## src/rtl/cpu_pkg.sv

```systemverilog
// Shared opcode map, FSM state codes and ACC mux selects for the CPU control unit.
// Optional feature macro CTRL_JMPC_EN: makes carry jumps 1001/1110 legal (they trap otherwise).
package cpu_pkg;

  typedef logic [1:0] state_t;

  localparam state_t ST_FETCH   = 2'd0;
  localparam state_t ST_DECODE  = 2'd1;
  localparam state_t ST_EXECUTE = 2'd2;
  localparam state_t ST_HALTED  = 2'd3;

  localparam logic [3:0] OP_NOP        = 4'b0000;
  localparam logic [3:0] OP_ADD        = 4'b0001;
  localparam logic [3:0] OP_SUB        = 4'b0010;
  localparam logic [3:0] OP_NOR        = 4'b0011;
  localparam logic [3:0] OP_SHFL       = 4'b0100;
  localparam logic [3:0] OP_SHFR       = 4'b0101;
  localparam logic [3:0] OP_REG_TO_ACC = 4'b0110;
  localparam logic [3:0] OP_IMM_TO_ACC = 4'b0111;
  localparam logic [3:0] OP_ACC_TO_REG = 4'b1000;
  localparam logic [3:0] OP_JMPC_REG   = 4'b1001;
  localparam logic [3:0] OP_JMPZ_REG   = 4'b1010;
  localparam logic [3:0] OP_JMPZ_IMM   = 4'b1011;
  localparam logic [3:0] OP_JMPNZ_REG  = 4'b1100;
  localparam logic [3:0] OP_JMPNZ_IMM  = 4'b1101;
  localparam logic [3:0] OP_JMPC_IMM   = 4'b1110;
  localparam logic [3:0] OP_HALT       = 4'b1111;

  localparam logic [1:0] SELACC_IMM = 2'b00;
  localparam logic [1:0] SELACC_REG = 2'b01;
  localparam logic [1:0] SELACC_ALU = 2'b11;

  // Wide enough to hold ALU_LAT-1 for the largest legal latency (8).
  localparam int CNT_W = 3;

  function automatic logic is_alu_op(input logic [3:0] op);
    return (op == OP_ADD) || (op == OP_SUB) || (op == OP_NOR) ||
           (op == OP_SHFL) || (op == OP_SHFR);
  endfunction

  function automatic logic is_legal_op(input logic [3:0] op);
    logic ok;
    case (op)
`ifdef CTRL_JMPC_EN
      OP_JMPC_REG, OP_JMPC_IMM: ok = 1'b1;
`else
      OP_JMPC_REG, OP_JMPC_IMM: ok = 1'b0;
`endif
      default:                  ok = 1'b1;
    endcase
    return ok;
  endfunction

endpackage

```

## src/rtl/exec_cycle_counter.sv

```systemverilog
// EXECUTE-phase down-counter: load on DECODE, decrement each EXECUTE cycle,
// 'last' high when the count has reached zero (final EXECUTE cycle).
module exec_cycle_counter
  import cpu_pkg::*;
(
  input  logic             clk,
  input  logic             rst_n,
  input  logic             load,
  input  logic [CNT_W-1:0] load_val,
  input  logic             dec,
  output logic             last
);

  logic [CNT_W-1:0] cnt_q, cnt_d;

  always_comb begin
    cnt_d = cnt_q;
    if (load) begin
      cnt_d = load_val;
    end else if (dec && (cnt_q != '0)) begin
      cnt_d = cnt_q - 1'b1;
    end
  end

  always_ff @(posedge clk or negedge rst_n) begin
    if (!rst_n) begin
      cnt_q <= '0;
    end else begin
      cnt_q <= cnt_d;
    end
  end

  assign last = (cnt_q == '0);

endmodule

```

## src/rtl/cpu_control_unit.sv

```systemverilog
// Multi-cycle FETCH/DECODE/EXECUTE/HALTED controller for the accumulator datapath.
// Optional feature macro CTRL_JMPC_EN (see cpu_pkg) enables carry-conditional jumps.
module cpu_control_unit
  import cpu_pkg::*;
#(
  parameter int ALU_LAT = 1,
  parameter int OPC_W   = 4
) (
  input  logic             Clk,
  input  logic             reset_n,
  input  logic [OPC_W-1:0] Opcode,
  input  logic             Z,
  input  logic             C,
  input  logic             ImemReady,
  output logic             LoadIR,
  output logic             IncPC,
  output logic             SelPC,
  output logic             LoadPC,
  output logic             LoadReg,
  output logic             LoadAcc,
  output logic [1:0]       SelAcc,
  output logic [OPC_W-1:0] SelALU,
  output logic             Halted,
  output logic             IllegalOp
);

  if ((ALU_LAT < 1) || (ALU_LAT > 8)) begin : g_bad_alu_lat
    $error("cpu_control_unit: ALU_LAT must be in 1..8");
  end
  if (OPC_W < 4) begin : g_bad_opc_w
    $error("cpu_control_unit: OPC_W must be at least 4");
  end

  localparam logic [CNT_W-1:0] CNT_INIT = CNT_W'(ALU_LAT - 1);

  state_t           state_q, state_d;
  logic [OPC_W-1:0] opc_q, opc_d;
  logic             z_q, z_d;
  logic             c_q, c_d;
  logic             ill_q, ill_d;

  logic             cnt_load;
  logic [CNT_W-1:0] cnt_val;
  logic             cnt_dec;
  logic             cnt_last;

  logic [3:0]       opc_in_lo;
  logic             opc_in_upper_nz;
  logic [3:0]       opc_lo;
  logic             take;

  assign opc_in_lo       = Opcode[3:0];
  assign opc_in_upper_nz = ((Opcode >> 4) != '0);
  assign opc_lo          = opc_q[3:0];

  exec_cycle_counter u_exec_cnt (
    .clk      (Clk),
    .rst_n    (reset_n),
    .load     (cnt_load),
    .load_val (cnt_val),
    .dec      (cnt_dec),
    .last     (cnt_last)
  );

  always_comb begin
    state_d  = state_q;
    opc_d    = opc_q;
    z_d      = z_q;
    c_d      = c_q;
    ill_d    = ill_q;
    cnt_load = 1'b0;
    cnt_val  = '0;
    cnt_dec  = 1'b0;
    case (state_q)
      ST_FETCH: begin
        if (ImemReady) begin
          state_d = ST_DECODE;
        end
      end
      ST_DECODE: begin
        opc_d = Opcode;
        z_d   = Z;
        c_d   = C;
        if (opc_in_upper_nz || !is_legal_op(opc_in_lo)) begin
          ill_d   = 1'b1;
          state_d = ST_HALTED;
        end else if (opc_in_lo == OP_HALT) begin
          state_d = ST_HALTED;
        end else begin
          // Non-ALU ops load zero so they leave EXECUTE after a single cycle.
          state_d  = ST_EXECUTE;
          cnt_load = 1'b1;
          cnt_val  = is_alu_op(opc_in_lo) ? CNT_INIT : '0;
        end
      end
      ST_EXECUTE: begin
        if (cnt_last) begin
          state_d = ST_FETCH;
        end else begin
          cnt_dec = 1'b1;
        end
      end
      ST_HALTED: begin
        state_d = ST_HALTED;
      end
      default: begin
        state_d = ST_FETCH;
      end
    endcase
  end

  always_ff @(posedge Clk or negedge reset_n) begin
    if (!reset_n) begin
      state_q <= ST_FETCH;
      opc_q   <= '0;
      z_q     <= 1'b0;
      c_q     <= 1'b0;
      ill_q   <= 1'b0;
    end else begin
      state_q <= state_d;
      opc_q   <= opc_d;
      z_q     <= z_d;
      c_q     <= c_d;
      ill_q   <= ill_d;
    end
  end

  // Outputs see only registered state; ImemReady is the sole live input, and it is
  // gated by reset_n so every strobe is low while reset is held.
  always_comb begin
    LoadIR  = 1'b0;
    IncPC   = 1'b0;
    SelPC   = 1'b0;
    LoadPC  = 1'b0;
    LoadReg = 1'b0;
    LoadAcc = 1'b0;
    SelAcc  = 2'b00;
    SelALU  = '0;
    take    = 1'b0;
    case (state_q)
      ST_FETCH: begin
        LoadIR = ImemReady & reset_n;
      end
      ST_EXECUTE: begin
        case (opc_lo)
          OP_ADD, OP_SUB, OP_NOR, OP_SHFL, OP_SHFR: begin
            SelALU = opc_q;
            if (cnt_last) begin
              LoadAcc = 1'b1;
              SelAcc  = SELACC_ALU;
              IncPC   = 1'b1;
            end
          end
          OP_REG_TO_ACC: begin
            LoadAcc = 1'b1;
            SelAcc  = SELACC_REG;
            IncPC   = 1'b1;
          end
          OP_IMM_TO_ACC: begin
            LoadAcc = 1'b1;
            SelAcc  = SELACC_IMM;
            IncPC   = 1'b1;
          end
          OP_ACC_TO_REG: begin
            LoadReg = 1'b1;
            IncPC   = 1'b1;
          end
          OP_JMPZ_REG, OP_JMPZ_IMM, OP_JMPNZ_REG, OP_JMPNZ_IMM: begin
            take   = ((opc_lo == OP_JMPZ_REG) || (opc_lo == OP_JMPZ_IMM)) ? z_q : !z_q;
            SelPC  = (opc_lo == OP_JMPZ_IMM) || (opc_lo == OP_JMPNZ_IMM);
            LoadPC = take;
            IncPC  = !take;
          end
`ifdef CTRL_JMPC_EN
          OP_JMPC_REG, OP_JMPC_IMM: begin
            take   = c_q;
            SelPC  = (opc_lo == OP_JMPC_IMM);
            LoadPC = take;
            IncPC  = !take;
          end
`endif
          OP_NOP: begin
            IncPC = 1'b1;
          end
          default: begin
            IncPC = 1'b0;
          end
        endcase
      end
      default: begin
        LoadIR = 1'b0;
      end
    endcase
  end

  assign Halted    = (state_q == ST_HALTED);
  assign IllegalOp = ill_q;

endmodule

```

## config.mk

```make
export PLATFORM = sky130hd
export DESIGN_NAME = cpu_control_unit
export DESIGN_NICKNAME = d
export VERILOG_FILES = /design/src/rtl/cpu_pkg.sv /design/src/rtl/exec_cycle_counter.sv /design/src/rtl/cpu_control_unit.sv
export SDC_FILE = /design/constraint.sdc
export NUM_CORES = 1
export LEC_CHECK = 0
export CAP_MARGIN = 20
export CORE_UTILIZATION = 45
export CTS_BUF_LIST = sky130_fd_sc_hd__clkbuf_16
export DETAILED_ROUTE_END_ITERATION = 6
export PLACE_DENSITY_LB_ADDON = 0.12
export SETUP_SLACK_MARGIN = 0.2
export SLEW_MARGIN = 30
export SYNTH_ARGS = -nofsm -noshare
export SYNTH_HDL_FRONTEND = slang
export SYNTH_SLANG_ARGS = --single-unit
```

## constraint.sdc

```tcl
create_clock -name Clk -period 1.7 [get_ports Clk]
set_input_delay 0.425 -clock Clk [delete_from_list [all_inputs] [get_ports Clk]]
set_output_delay 0.425 -clock Clk [all_outputs]
set_load 0.02 [all_outputs]
```

== After elaboration in Yosys (flattened, before gate mapping) ==
Cells that the tools add are included.
Operators by class
  $add $sub $neg: 1
  multipliers: 0
  divide/modulo/power cells: 0
  magnitude comparators: 0
  eq/ne operators: 20
  shift operators: 0
  multiplexer cells: 32
  bitwise gates (word level): 2
  reduce and logical (&&, ||, !) cells: 17
Operators by type and width (number)
  $eq 4x4->1 const B: 8
  $mux 1: 20
  $eq 4x3->1 const B: 4
  $eq 4x2->1 const B: 2
  $mux 2: 4
  $mux 4: 2
  $pmux 2 s4: 1
  $reduce_or 4->1: 2
  $mux 3: 2
  $reduce_or 5->1: 1
  $eq 2x2->1 const B: 2
  $eq 4x1->1 const B: 1
  $logic_not 4->1: 1
  $ne 2x2->1 const B: 2
  $pmux 2 s2: 1
  $reduce_and 2->1: 2
  $reduce_or 2->1: 2
  $logic_not 3->1: 1
  $pmux 1 s3: 1
  $reduce_bool 3->1: 1
  $sub 3x1->3 const B: 1
  $eq 2x1->1 const B: 1
  $logic_not 1->1: 2
  $logic_not 2->1: 1
  6 further kinds: 7
Word-level totals
  register bits: 11
  bits in latches: 0
  memory bits (writable): 0
  ROM bits: 0
  bits of input ports: 9
  output and inout bits: 14
  word-level logic and storage cells: 77
  memories: 0

== Logic depth before layout (Yosys ltp) ==
Gate-level depths: netlist of the first run.
  depth in word-level cells: 7
  gate-level depth with buffers: 5
  gate-level depth less buffers: 5

== By module ==
Synthesis of the first run repeated with hierarchy kept, for this count alone.
Second synthesis, totals
  cell total of the unflattened synthesis: 80
  area total of the unflattened synthesis: 790.8 µm²
Modules (own cells, without submodules)
  cpu_control_unit: instances 1, cells an instance 61, area each 583.1 µm², seq. area each 200.2 µm²
  exec_cycle_counter: instances 1, cells an instance 19, area each 207.7 µm², seq. area each 75.1 µm²

== Least setup slack after synthesis of the first run ==
Ideal clock, no wire load.
  kind: register -> output
  start: register u_exec_cnt.cnt_q[0]
  end: output port SelAcc[0]
  arrival: 1.405 ns
  data required time: 1.275 ns
  path slack: -0.130 ns
  stages on the path, launching flop included: 6
  path buffers: 0
  path through: dfrtp_1 inv_1 ha_1 nor2b_1 o21ai_1 a311oi_2
On the way
  longest elaborated chain between the ends: 4
Ends and longest elaborated chain
  from (decl): RTL line exec_cycle_counter.sv:14  | logic [CNT_W-1:0] cnt_q, cnt_d;
  from (signal assigned): RTL line exec_cycle_counter.sv:29  | cnt_q <= cnt_d;
  $logic_not 3->1: RTL line exec_cycle_counter.sv:33  | assign last = (cnt_q == '0);
  $mux 2: RTL line cpu_control_unit.sv:148  | if (cnt_last) begin
  $pmux 2 s2: RTL line cpu_control_unit.sv:145  | case (opc_lo)
  $mux 2: RTL line cpu_control_unit.sv:140  | case (state_q)
  to (decl): RTL line cpu_control_unit.sv:21  | output logic [1:0] SelAcc,
No other way between the ends.

== Worst setup path after layout of the first run ==
  start: register u_exec_cnt.cnt_q[1]
  end: output port SelAcc[0]
The elaborated chain is that of the path after synthesis.

==> flow_summary.json, run 1 <==
{
  "status": "complete, but fails checks",
  "violations": "setup timing",
  "cts-root-buf": "clkbuf_16",
  "first_iter_violations": 15,
  "antenna_cells": 0,
  "ys_seq_area_share_pct": 37.0,
  "max_freq_ghz": 0.507,
  "cap_viol_max_count": 0,
  "gp_congestion": 0.740,
  "cts_sinks": 11,
  "postRouteAntennaNets": 0,
  "regArea_um2": 275,
  "port_buffers": 20,
  "firstDrtPassIters": 4,
  "yosysMostFrequentCell": "dfrtp_1",
  "die_h_um": 42.7,
  "dieArea_mm2": 0.00182,
  "maxSlewViolCount": 0,
  "synthTopCellsByArea": "dfrtp_1 37%, mux2_2 4.5%, a21oi_1 4.0%",
  "finClkSkew_ps": 5.52,
  "core_area_mm2": 0.00152,
  "initial_core_util_pct": 48.9,
  "finalHoldViolations": 0,
  "grt.overflow.total": 0,
  "boundaryPins": 23,
  "hold_path_class": "primary input to async pin",
  "area_growth_pct": 85.0,
  "setup_viol": 9,
  "routed_via_density": 5.76,
  "p_seq_share_pct": 16.5,
  "ys_seq_elements": 11,
  "routed_wl_um": 2730,
  "peakVddDrop_mv": 1.55,
  "cts_tree": "yes",
  "nets": 140,
  "ys.flop_type": "dfrtp_1",
  "critPathLaunchType": "register",
  "fin_util_pct": 90.4,
  "num_vias": 830,
  "cp-end-kind": "output port",
  "crit_chain": "inv_2, ha_4, nor2b_4, a21oi_2, a311oi_4, buf_6",
  "synth-edff-count": 0,
  "power.density_mw_per_mm2": 2260,
  "timing.critical_path.slowest_stage_cell": "dfrtp_1",
  "synth_top_cell_area_share_pct": 37.0,
  "antenna_found_initial": 0,
  "drive_gt1_share_pct": 57.8,
  "syn-cell-area_um2": 744,
  "dpl.hpwl_um": 1410,
  "grt.total_usage_pct": 29.1,
  "intPower_w": 0.00186,
  "switching_share_pct": 40.5,
  "p_sw_w": 0.00126,
  "ys_types": 39,
  "clk_pin_slew_ps": 50,
  "post_drt_wl_per_cell_um": 18.9,
  "synth_largest_area_cell": "dfrtp_1",
  "nFillCells": 57,
  "combPwrFrac_pct": 69.3,
  "insertion_delay_ps": 250,
  "p_leak_nw": 0.677,
  "worst_slack_ps": -273,
  "avgSynthCellArea_um2": 9.67,
  "worstPathRequired_ps": 1270,
  "multiInputGateArea_um2": 528,
  "path_max_fanout": 4,
  "die_w_um": 42.7,
  "synth_common_cells": "11 x dfrtp_1, 6 x a21oi_1, 5 x inv_1, 4 x nand2_1, 4 x nor2_1",
  "grt_max_degree": 13,
  "row_count": 14,
  "grt_pass1_wl_um": 3840,
  "period_needed_ps": 1970,
  "drc": 0,
  "max_stage_delay_ps": 380,
  "timing.final.crit_share_pct": 116,
  "rsz0062_at_grt": "true",
  "syn_nets": 88,
  "yosys_warnings": 0,
  "htree_levels": 1,
  "crit_arrival_ps": 1550,
  "async_reset_ff_share_pct": 100,
  "power_frac_clock_pct": 14.2,
  "worstSetupPathType": "register to output port",
  "numCtsBuffers": 3,
  "grt_pass1_vias": 821,
  "power_w": 0.00312,
  "cts_buffer_depth": 2,
  "syn_inst": 77
}
==> per-layer routing <==
metal	share of wire (%)	vias up	global-route usage [%]	routed length [um]
li1	-	380	-	-
met5	0	-	0	0
met3	4.1	12	5.53	113
met2	51	39	49.1	1400
met4	3.0	0	16.9	83
met1	41	399	34.0	1130
==> layout by cell type (no fill, tap or decap), types with 3 or more instances in the layout <==
cell type        count
nor2_1               4
inv_1                4
dfrtp_1             11
buf_4               29
clkbuf_16            3
nand2_1              3
mux2_4               3
buf_6               14
dlygate4sd2_1        3
a21oi_1              4
clkdlybuf4s50_1      3
==> final cells by class <==
| type | count | area share, % |
|---|---|---|
| clock buffers | 3 | 5.45 |
| flip-flops and latches | 11 | 20.0 |
| inverters | 5 | 1.36 |
| well taps | 16 | 1.45 |
| multi-input cells | 57 | 38.3 |
| clock inverters | 1 | 0.272 |
| repair buffers | 51 | 33.2 |
==> power by group through the flow <==
stage,logic (W),clock network (W),registers [W]
2_1_floorplan,0.000899,0,0.000536
3_3_place_gp,0.00157,0,0.000486
3_5_place_dp,0.00164,0,0.000494
4_1_cts,0.00184,0.000426,0.000497
5_1_grt,0.00226,0.000461,0.000526
6_report,0.00216,0.000443,0.000515
==> sequential cells by signal, summed over array words and instances, names as in the netlist <==
signal            cells
opc_lo                4
state_q               2
IllegalOp             1
u_exec_cnt.cnt_q      3
z_q                   1
==> through the flow <==
step                cell area, um2  worst slack, ps  setup TNS [ps]  cells  hold slack [ps]
global placement              1140             -443           -3270    129              459
detailed placement            1140             -465           -3420    129              462
finish                        1380             -273           -1270    144              248
CTS                           1290             -255            -907    139              252
global route                  1380             -333           -1670    144              266
floorplan                      798             82.0               0     77              129
==> timing repair <==
action / in CTS / in global routing
pin swaps: 8 / 8
endpoints found under the setup margin: 14 / 13
setup buffers: 6 / 5
hold buffers: 0 / 0
gates resized for setup: 79 / 13
==> kinds of logic (layout without fill, tap and decap cells) <==
kind of cell / count (synthesis) / in the layout / share of synthesized area [%]
simple gates: 28 / 28 / 24.7
compound gates: 20 / 20 / 19.8
flops: 11 / 11 / 37.0
buf+inv: 9 / 60 / 5.88
mux: 5 / 5 / 7.56
fa+ha+maj: 2 / 2 / 3.36
other cells: 1 / 1 / 0.504
xor+xnor: 1 / 1 / 1.18
==> worst max-delay path: cells and delay by family, from the launching register on <==
| family | cells | cell delay [ps] |
|---|---|---|
| AO/OA/AOI/OAI | 2 | 360 |
| adder cells (fa/ha/maj) | 1 | 140 |
| buffers and inverters | 2 | 250 |
| flip-flops | 1 | 380 |
| AND/OR/NAND/NOR | 1 | 180 |
==> worst paths after layout <==
path                                                      start                               to  slack (ps)  depth (start not counted)
worst max-delay path            u_exec_cnt.cnt_q[1]$_DFFE_PN0P_                        SelAcc[0]        -270                          6
worst min-delay path                                    reset_n            opc_lo[3]$_DFFE_PN0P_         250                          2
worst max register to register  u_exec_cnt.cnt_q[1]$_DFFE_PN0P_  u_exec_cnt.cnt_q[2]$_DFFE_PN0P_         120                          7
worst min register to register            IllegalOp$_DFFE_PN0P_            IllegalOp$_DFFE_PN0P_         470                          1
max in group asynchronous                               reset_n            opc_lo[0]$_DFFE_PN0P_        1300                          2
min in group Clk                          IllegalOp$_DFFE_PN0P_            IllegalOp$_DFFE_PN0P_         470                          1
Power figures use the tool's default switching activity.
==> run 2, diff against run 1 <==
--- a/config.mk
+++ b/config.mk
@@ -10,6 +10,7 @@
 export CTS_BUF_LIST = sky130_fd_sc_hd__clkbuf_16
 export DETAILED_ROUTE_END_ITERATION = 6
 export PLACE_DENSITY_LB_ADDON = 0.12
+export REMOVE_ABC_BUFFERS = 1
 export SETUP_SLACK_MARGIN = 0.2
 export SLEW_MARGIN = 30
 export SYNTH_ARGS = -nofsm -noshare
==> run 2 against run 1 <==
The flow still finishes with violations (setup timing). Die area stayed put. Non-clock buffer count up 2. Power down 2.3%. Sequential share of layout area shrank 0.16 points. Largest cell class unchanged. Highest routed layer unchanged.
==> flow_summary.json, run 2 (same netlist as run 1, synthesis figures left out) <==
{
  "cts_buffer_depth": 2,
  "insertion_delay_ps": 240,
  "worstPathRequired_ps": 1270,
  "drive_gt1_share_pct": 58.5,
  "boundaryPins": 23,
  "htree_levels": 1,
  "routed_wl_um": 2700,
  "nets": 142,
  "cts-root-buf": "clkbuf_16",
  "worstSetupPathType": "register to output port",
  "gp_congestion": 0.732,
  "nFillCells": 55,
  "wl_met1_um": 1150,
  "finish.instance_area_mm2": 0.00139,
  "largest_reg_flops": 4,
  "grt.total_usage_pct": 30.7,
  "max_freq_ghz": 0.516,
  "hold_path_class": "primary input to async pin",
  "port_buffers": 20,
  "antenna_cells": 0,
  "grt_pass1_vias": 786,
  "cts_hold_buf": 0,
  "die_h_um": 42.7,
  "grt_pass1_wl_um": 4040,
  "postRouteAntennaNets": 0,
  "first_iter_violations": 20,
  "worst_slack_ps": -239,
  "top_layer": "met4",
  "crit_arrival_ps": 1510,
  "status": "complete, but fails checks",
  "timing.critical_path.slowest_stage_cell": "dfrtp_1",
  "clk_pin_slew_ps": 40,
  "setup_viol": 11,
  "violations": "setup timing",
  "core_area_mm2": 0.00152,
  "placed_cell_area_mm2": 0.00108,
  "finClkSkew_ps": 1.28,
  "crit_top_cell": "buf_4",
  "worst-path-buf-inv": 2,
  "die_w_um": 42.7,
  "routed_via_density": 5.73,
  "dieArea_mm2": 0.00182,
  "rsz0062_at_grt": "true",
  "drc": 0,
  "setup-tns-final_ps": -1580,
  "max_stage_delay_ps": 400,
  "area_growth_pct": 86.6,
  "num_vias": 836,
  "maxSlewViolCount": 0,
  "grt_max_degree": 13,
  "multiInputGateArea_um2": 526,
  "cts_tree": "yes",
  "cp-end-kind": "output port",
  "crit_chain": "nor3b_2, buf_4, o21ai_2, a311oi_2, buf_4",
  "cap_viol_max_count": 0,
  "initial_core_util_pct": 48.9,
  "timing.final.crit_share_pct": 114,
  "critPathLaunchType": "register",
  "p_leak_nw": 0.677,
  "numCtsBuffers": 3,
  "final_cell_mix": "29 x buf_4, 15 x buf_6, 11 x dfrtp_1, 5 x a21oi_1",
  "row_count": 14,
  "fin_util_pct": 91.1,
  "cts_sinks": 11,
  "wl_met3_um": 114,
  "dpl.hpwl_um": 1370,
  "power.density_mw_per_mm2": 2190,
  "antenna_found_initial": 0,
  "power_w": 0.00304,
  "period_needed_ps": 1940,
  "regArea_um2": 275,
  "finalHoldViolations": 0,
  "grt.overflow.total": 0,
  "route.met2.wl_um": 1390,
  "peakVddDrop_mv": 1.46,
  "path_max_fanout": 2,
  "post_drt_wl_per_cell_um": 18.5,
  "cpLargestDelayFamily": "flip-flops",
  "firstDrtPassIters": 4,
  "final_common_cell": "buf_4"
}
[run 2: layout make-up]
class	instances	share of cell area [%]
inverter	5	1.35
clock buffer	3	5.41
tap	16	1.44
timing repair buffer	53	33.9
clock inverter	1	0.270
sequential	11	19.8
multi-input combinational	57	37.8
[run 2: stage by stage]
step	setup WS, ps	hold WS, ps	std cells
2_1_floorplan	-130	129	73
3_3_place_gp	-543	458	128
3_5_place_dp	-642	467	128
4_1_cts	-201	253	143
5_1_grt	-296	315	146
6_report	-239	288	146
[run 2: worst register-to-register path: stages (launching register included)]
cell	delay, ps
dfrtp_1	400
buf_6	130
buf_6	110
buf_4	140
nand2b_1	190
or4_1	450
a22oi_2	140
[run 2: final timing paths]
kind / start / endpoint / slack, ps / cells past startpoint
min in group Clk: IllegalOp$_DFFE_PN0P_ / IllegalOp$_DFFE_PN0P_ / 480 / 1
setup reg to reg: state_q[0]$_DFFE_PN0P_ / u_exec_cnt.cnt_q[2]$_DFFE_PN0P_ / 50 / 6
hold / removal: reset_n / opc_lo[3]$_DFFE_PN0P_ / 290 / 2
hold reg to reg: IllegalOp$_DFFE_PN0P_ / IllegalOp$_DFFE_PN0P_ / 480 / 1
max in group asynchronous: reset_n / u_exec_cnt.cnt_q[0]$_DFFE_PN0P_ / 1260 / 2
setup / recovery: opc_lo[3]$_DFFE_PN0P_ / SelAcc[0] / -240 / 5
[run 2: power breakdown]
| part | leakage, nW | internal, W | switching, W |
|---|---|---|---|
| clock network | 0.0423 | 0.000309 | 0.000116 |
| registers | 0.129 | 0.000400 | 0.000108 |
| logic | 0.505 | 0.00113 | 0.000981 |
| total | 0.677 | 0.00184 | 0.00120 |
[run 2: repair_timing]
action	in CTS	in global routing
gates resized for setup	85	19
endpoints found under the hold margin	0	0
pin swaps	10	9
buffers inserted	11	3
cloned	0	0
endpoints found under the setup margin	14	20
[run 2: per-layer routing]
metal	GRT usage, %	vias to the layer above
li1	-	384
met1	39.8	411
met2	50.3	33
met3	4.26	8
met4	13.8	0
met5	0	-
==> run 3, diff against run 2 <==
--- a/config.mk
+++ b/config.mk
@@ -6,7 +6,10 @@
 export NUM_CORES = 1
 export LEC_CHECK = 0
 export CAP_MARGIN = 20
-export CORE_UTILIZATION = 45
+export CELL_PAD_IN_SITES_DETAIL_PLACEMENT = 1
+export CELL_PAD_IN_SITES_GLOBAL_PLACEMENT = 1
+export CORE_ASPECT_RATIO = 0.6
+export CORE_UTILIZATION = 33
 export CTS_BUF_LIST = sky130_fd_sc_hd__clkbuf_16
 export DETAILED_ROUTE_END_ITERATION = 6
 export PLACE_DENSITY_LB_ADDON = 0.12
==> run 3 against run 2 <==
The flow still finishes with violations (setup timing). Maximum frequency down 6.7%. First-iteration DRC count increased to 2.7 times the previous value. Flip-flop and latch count stayed put. Register-to-register slack worse by 130 ps. Utilization fell by 18 points. Power rose by 13%. Critical path depth increased by 1. Non-clock buffer count unchanged. Design area increased by 4.1%. Clock skew grew 2.2 ps. Clock-buffer cell count unchanged.
==> flow_summary.json, run 3 (same netlist as run 1, synthesis figures left out) <==
{
  "status": "complete, but fails checks",
  "violations": "setup timing",
  "clk_pin_slew_ps": 50,
  "timing.final.crit_share_pct": 122,
  "antenna_cells": 0,
  "post_drt_wl_per_cell_um": 27.0,
  "port_buffers": 20,
  "postRouteAntennaNets": 0,
  "die_w_um": 63.3,
  "grt_pass1_vias": 920,
  "routed_via_density": 5.86,
  "fin_util_pct": 72.9,
  "power.density_mw_per_mm2": 2380,
  "gp_congestion": 0.818,
  "htree_levels": 1,
  "boundaryPins": 23,
  "cap_viol_max_count": 0,
  "multiInputGateArea_um2": 556,
  "cts_hold_buf": 0,
  "cts-root-buf": "clkbuf_16",
  "nFillCells": 204,
  "final_common_cell": "buf_4",
  "worst_slack_ps": -378,
  "routed_wl_um": 4260,
  "drive_gt1_share_pct": 65.4,
  "initial_core_util_pct": 37.6,
  "peakVddDrop_mv": 1.29,
  "p_leak_nw": 0.687,
  "finalHoldViolations": 0,
  "timing.hold.ws_ps": 319,
  "core_area_mm2": 0.00198,
  "antenna_found_initial": 0,
  "worstPathRequired_ps": 1270,
  "hold_path_class": "primary input to async pin",
  "dpl.hpwl_um": 1780,
  "critPathLaunchType": "register",
  "worstSetupPathType": "register to output port",
  "drc": 0,
  "cp-end-kind": "output port",
  "num_vias": 926,
  "firstDrtPassIters": 4,
  "regArea_um2": 278,
  "largest_reg_flops": 4,
  "die_h_um": 38.8,
  "crit_arrival_ps": 1650,
  "insertion_delay_ps": 250,
  "final_cell_mix": "27 x buf_4, 17 x buf_6, 9 x dfrtp_1, 4 x clkdlybuf4s50_1",
  "grt.overflow.total": 0,
  "row_count": 12,
  "max_freq_ghz": 0.481,
  "cts_tree": "yes",
  "area_growth_pct": 94.1,
  "grt_max_degree": 12,
  "finClkSkew_ps": 3.51,
  "setup_viol": 12,
  "cts_buffer_depth": 2,
  "dieArea_mm2": 0.00246,
  "first_iter_violations": 54,
  "cts_sinks": 11,
  "maxSlewViolCount": 0,
  "path_max_fanout": 4,
  "grt.total_usage_pct": 32.7,
  "period_needed_ps": 2080,
  "rsz0062_at_grt": "true",
  "nets": 142,
  "grt_pass1_wl_um": 5430,
  "numCtsBuffers": 3
}
[run 3: cell types whose count changed in the layout (fill, tap and decap cells not counted), sizes merged]
cell    change
clkinv      +1
inv         -1
[run 3: layer usage]
layer  GRT usage [%]  part of all wire, %  up-vias
met2            59.0                   48       44
met4            8.52                  1.5        0
met1            39.4                   45      490
met5               0                    0        -
met3            8.82                  5.5        9
li1                -                    -      383
[run 3: report_power, final]
group          internal [W]  switching, W  leakage, nW
Clock              0.000314      0.000140       0.0409
Sequential         0.000404      0.000163        0.127
Combinational       0.00119       0.00123        0.519
[run 3: final cells by class]
class / instances / share of cell area, %
multi-input combinational: 57 / 38.4
timing repair buffer: 53 / 33.1
sequential: 11 / 19.2
clock buffer: 3 / 5.19
tap: 28 / 2.42
inverter: 5 / 1.30
clock inverter: 1 / 0.346
[run 3: what timing repair did]
item	CTS	global route
buffers inserted	8	4
setup endpoints to repair	15	19
resized for setup	92	23
gates cloned	0	1
pin swaps	10	4
[run 3: final timing paths]
path / start / endpoint / slack, ps / cells after the start
worst max-delay path: u_exec_cnt.cnt_q[0]$_DFFE_PN0P_ / SelAcc[0] / -380 / 6
worst min register to register: IllegalOp$_DFFE_PN0P_ / IllegalOp$_DFFE_PN0P_ / 480 / 1
max in group asynchronous: reset_n / opc_lo[2]$_DFFE_PN0P_ / 1210 / 2
min in group Clk: IllegalOp$_DFFE_PN0P_ / IllegalOp$_DFFE_PN0P_ / 480 / 1
worst max register to register: u_exec_cnt.cnt_q[0]$_DFFE_PN0P_ / u_exec_cnt.cnt_q[2]$_DFFE_PN0P_ / -80 / 8
worst min-delay path: reset_n / u_exec_cnt.cnt_q[0]$_DFFE_PN0P_ / 320 / 2
[run 3: critical path, cell delays in order, from the launching register on]
cell	delay, ps
dfrtp_1	400
inv_2	100
ha_4	150
nor2b_4	210
o21ai_2	90
a311oi_2	250
buf_4	190
[run 3: stage by stage]
| step | total power (W) | TNS, ps | cells | setup slack, ps | area, um2 |
|---|---|---|---|---|---|
| 6_report | 0.00344 | -2410 | 158 | -378 | 1450 |
| 5_1_grt | 0.00353 | -2820 | 158 | -404 | 1450 |
| 4_1_cts | 0.00293 | -1340 | 153 | -332 | 1320 |
| 3_5_place_dp | 0.00203 | -4300 | 141 | -656 | 1100 |
| 3_3_place_gp | 0.00196 | -3950 | 141 | -589 | 1100 |
| 2_1_floorplan | 0.00128 | -202 | 73 | -130 | 719 |
==> patch, RTL diff (flow settings as in run 2) <==
Add a define of `CTRL_JMPC_EN`.
--- a/src/rtl/cpu_pkg.sv
+++ b/src/rtl/cpu_pkg.sv
@@ -1,5 +1,7 @@
 // Shared opcode map, FSM state codes and ACC mux selects for the CPU control unit.
 // Optional feature macro CTRL_JMPC_EN: makes carry jumps 1001/1110 legal (they trap otherwise).
+`define CTRL_JMPC_EN
+
 package cpu_pkg;
 
   typedef logic [1:0] state_t;
Function: changed (a bounded check fails within 4 cycles, from zero or initial values and one cycle with reset_n low).
==> patch against run 2 <==
  * The run ends with DRC, setup timing left
  * Design area rose by 5.8%
  * Synthesized cell count rose by 10%
  * Routed wire length rose by 7.4%
  * Utilization rose by 2.0 points
  * Area after synthesis rose by 7.6%
  * Worst setup slack got worse by 180 ps
  * Total power rose by 19%
  * Sequential cell count did not move
  * Highest routed layer unchanged
==> patch: results <==
metrics = {
    "worst_setup_path": {
        "reg2reg_depth": 7,
        "cpLargestDelayFamily": "flip-flops",
        "crit_fanout": 4,
        "cp.arrival_ps": 1700,
        "crit_end": "IncPC",
        "reg2reg_slack_ps": 50,
        "slowest_delay_ps": 390,
        "start_kind": "register",
        "r2r-start": "u_exec_cnt.cnt_q[0]",
        "slowest_stage": "dfrtp_1",
        "r2r_end": "u_exec_cnt.cnt_q[2]",
    },
    "worst_hold_path": {
        "hp-class": "input pin to asynchronous set/reset pin",
    },
    "clocking": {
        "cts_resized": 92,
        "cts_root_buffer": "clkbuf_16",
        "numCtsBuffers": 3,
        "cts_max_path_buffers": 2,
        "h-tree-depth": 1,
        "path_clk_slew_ps": 40,
        "post_cts_buffers": 8,
        "clk-insertion-delay-late_ps": 240,
    },
    "pwr": {
        "p_leak_nw": 0.688,
        "peakVddDrop_mv": 1.70,
    },
    "logic_synthesis": {
        "synth-edff-count": 0,
        "ys_top_cells_by_count": "dfrtp_1 (11), nor2_1 (8), inv_1 (7), nand2_1 (7), nor3_1 (6)",
        "ys.flop_type": "dfrtp_1",
        "yosys-top-cells-area": "dfrtp_1 (34%), mux2_1 (5.6%), nor3_1 (3.8%)",
        "yosysSeqAreaShare_pct": 34.4,
        "yosysWarnings": 0,
        "yosysUniqueCellTypes": 39,
        "ys_async_sr_fraction_pct": 100,
    },
    "route": {
        "drc_errors": 3,
        "drt_iter0_drc": 26,
        "wl_um": 2900,
        "dr.pass1.iters": 6,
        "via_per_inst": 5.83,
    },
    "global_routing": {
        "grt_max_degree": 12,
        "track_usage_pct": 29.0,
        "grt_pass1_wl_um": 4000,
        "antenna_found_initial": 0,
    },
    "placed_design": {
        "placed_cell_area_um2": 1110,
        "port_buffers": 20,
        "dp_hpwl_um": 1500,
        "gp_congestion": 0.851,
        "dp_worst_setup_slack_ps": -720,
    },
    "run_status": {
        "status": "finished, violations left",
        "violations": "DRC, setup timing",
    },
    "timing": {
        "clock_skew_ps": 1.67,
        "worst_slack_ps": -424,
        "setup_violations": 11,
    },
    "finish": {
        "drive_gt1_share_pct": 60.0,
        "antenna_cells": 0,
        "layout.nets": 147,
        "largest_reg_flops": 4,
    },
}
patch: changes by cell type in the layout (fill, tap and decap cells not counted), sizes merged, moves of 3 or more:
cell,delta
a21oi,-4
nor3,+5
nand2,+3
nor2,+4
patch: per-layer routing:
| metal | global-route usage, % | vias to the layer above | wire, um |
|---|---|---|---|
| li1 | - | 395 | - |
| met1 | 30.7 | 416 | 1030 |
| met2 | 52.1 | 49 | 1550 |
| met3 | 5.71 | 20 | 177 |
| met4 | 18.2 | 0 | 153 |
| met5 | 0 | - | 0 |
patch: logic make-up (layout without fill, tap and decap cells):
| group | Yosys count | in the layout | synth area share [%] |
|---|---|---|---|
| other | 1 | 2 | 0.468 |
| xor gates and xnor gates | 2 | 2 | 2.19 |
| AOI/OAI and AO/OA | 14 | 14 | 14.2 |
| and+or+nand+nor | 36 | 36 | 26.1 |
| buffers and inverters | 13 | 62 | 10.2 |
| DFF | 11 | 11 | 34.4 |
| muxes | 6 | 6 | 9.37 |
| adders and majority gates | 2 | 2 | 3.12 |
patch: per-stage QoR:
stage	utilization (%)	power [mW]	hold slack (ps)	TNS, ps	std cells
floorplan	-	1.48	129	-887	80
finish	93.2	3.62	313	-1930	151
global placement	70.6	2.16	581	-4240	135
detailed placement	70.6	2.23	592	-4910	135
CTS	84.2	3.05	308	-1760	147
global route	93.2	3.79	318	-2500	151
patch: power breakdown:
| group | internal [mW] | total (mW) | leakage (nW) | switching (mW) |
|---|---|---|---|---|
| clock | 0.308 | 0.419 | 0.0423 | 0.111 |
| sequential | 0.407 | 0.588 | 0.127 | 0.181 |
| combinational | 1.39 | 2.61 | 0.518 | 1.23 |
patch: final cells by class:
class	instances	area, um2
inverter	7	26.3
sequential	11	278
multi-input combinational	62	608
clock buffer	3	75.1
clock inverter	1	3.75
tap	16	20.0
timing repair buffer	51	458
fill	54	108
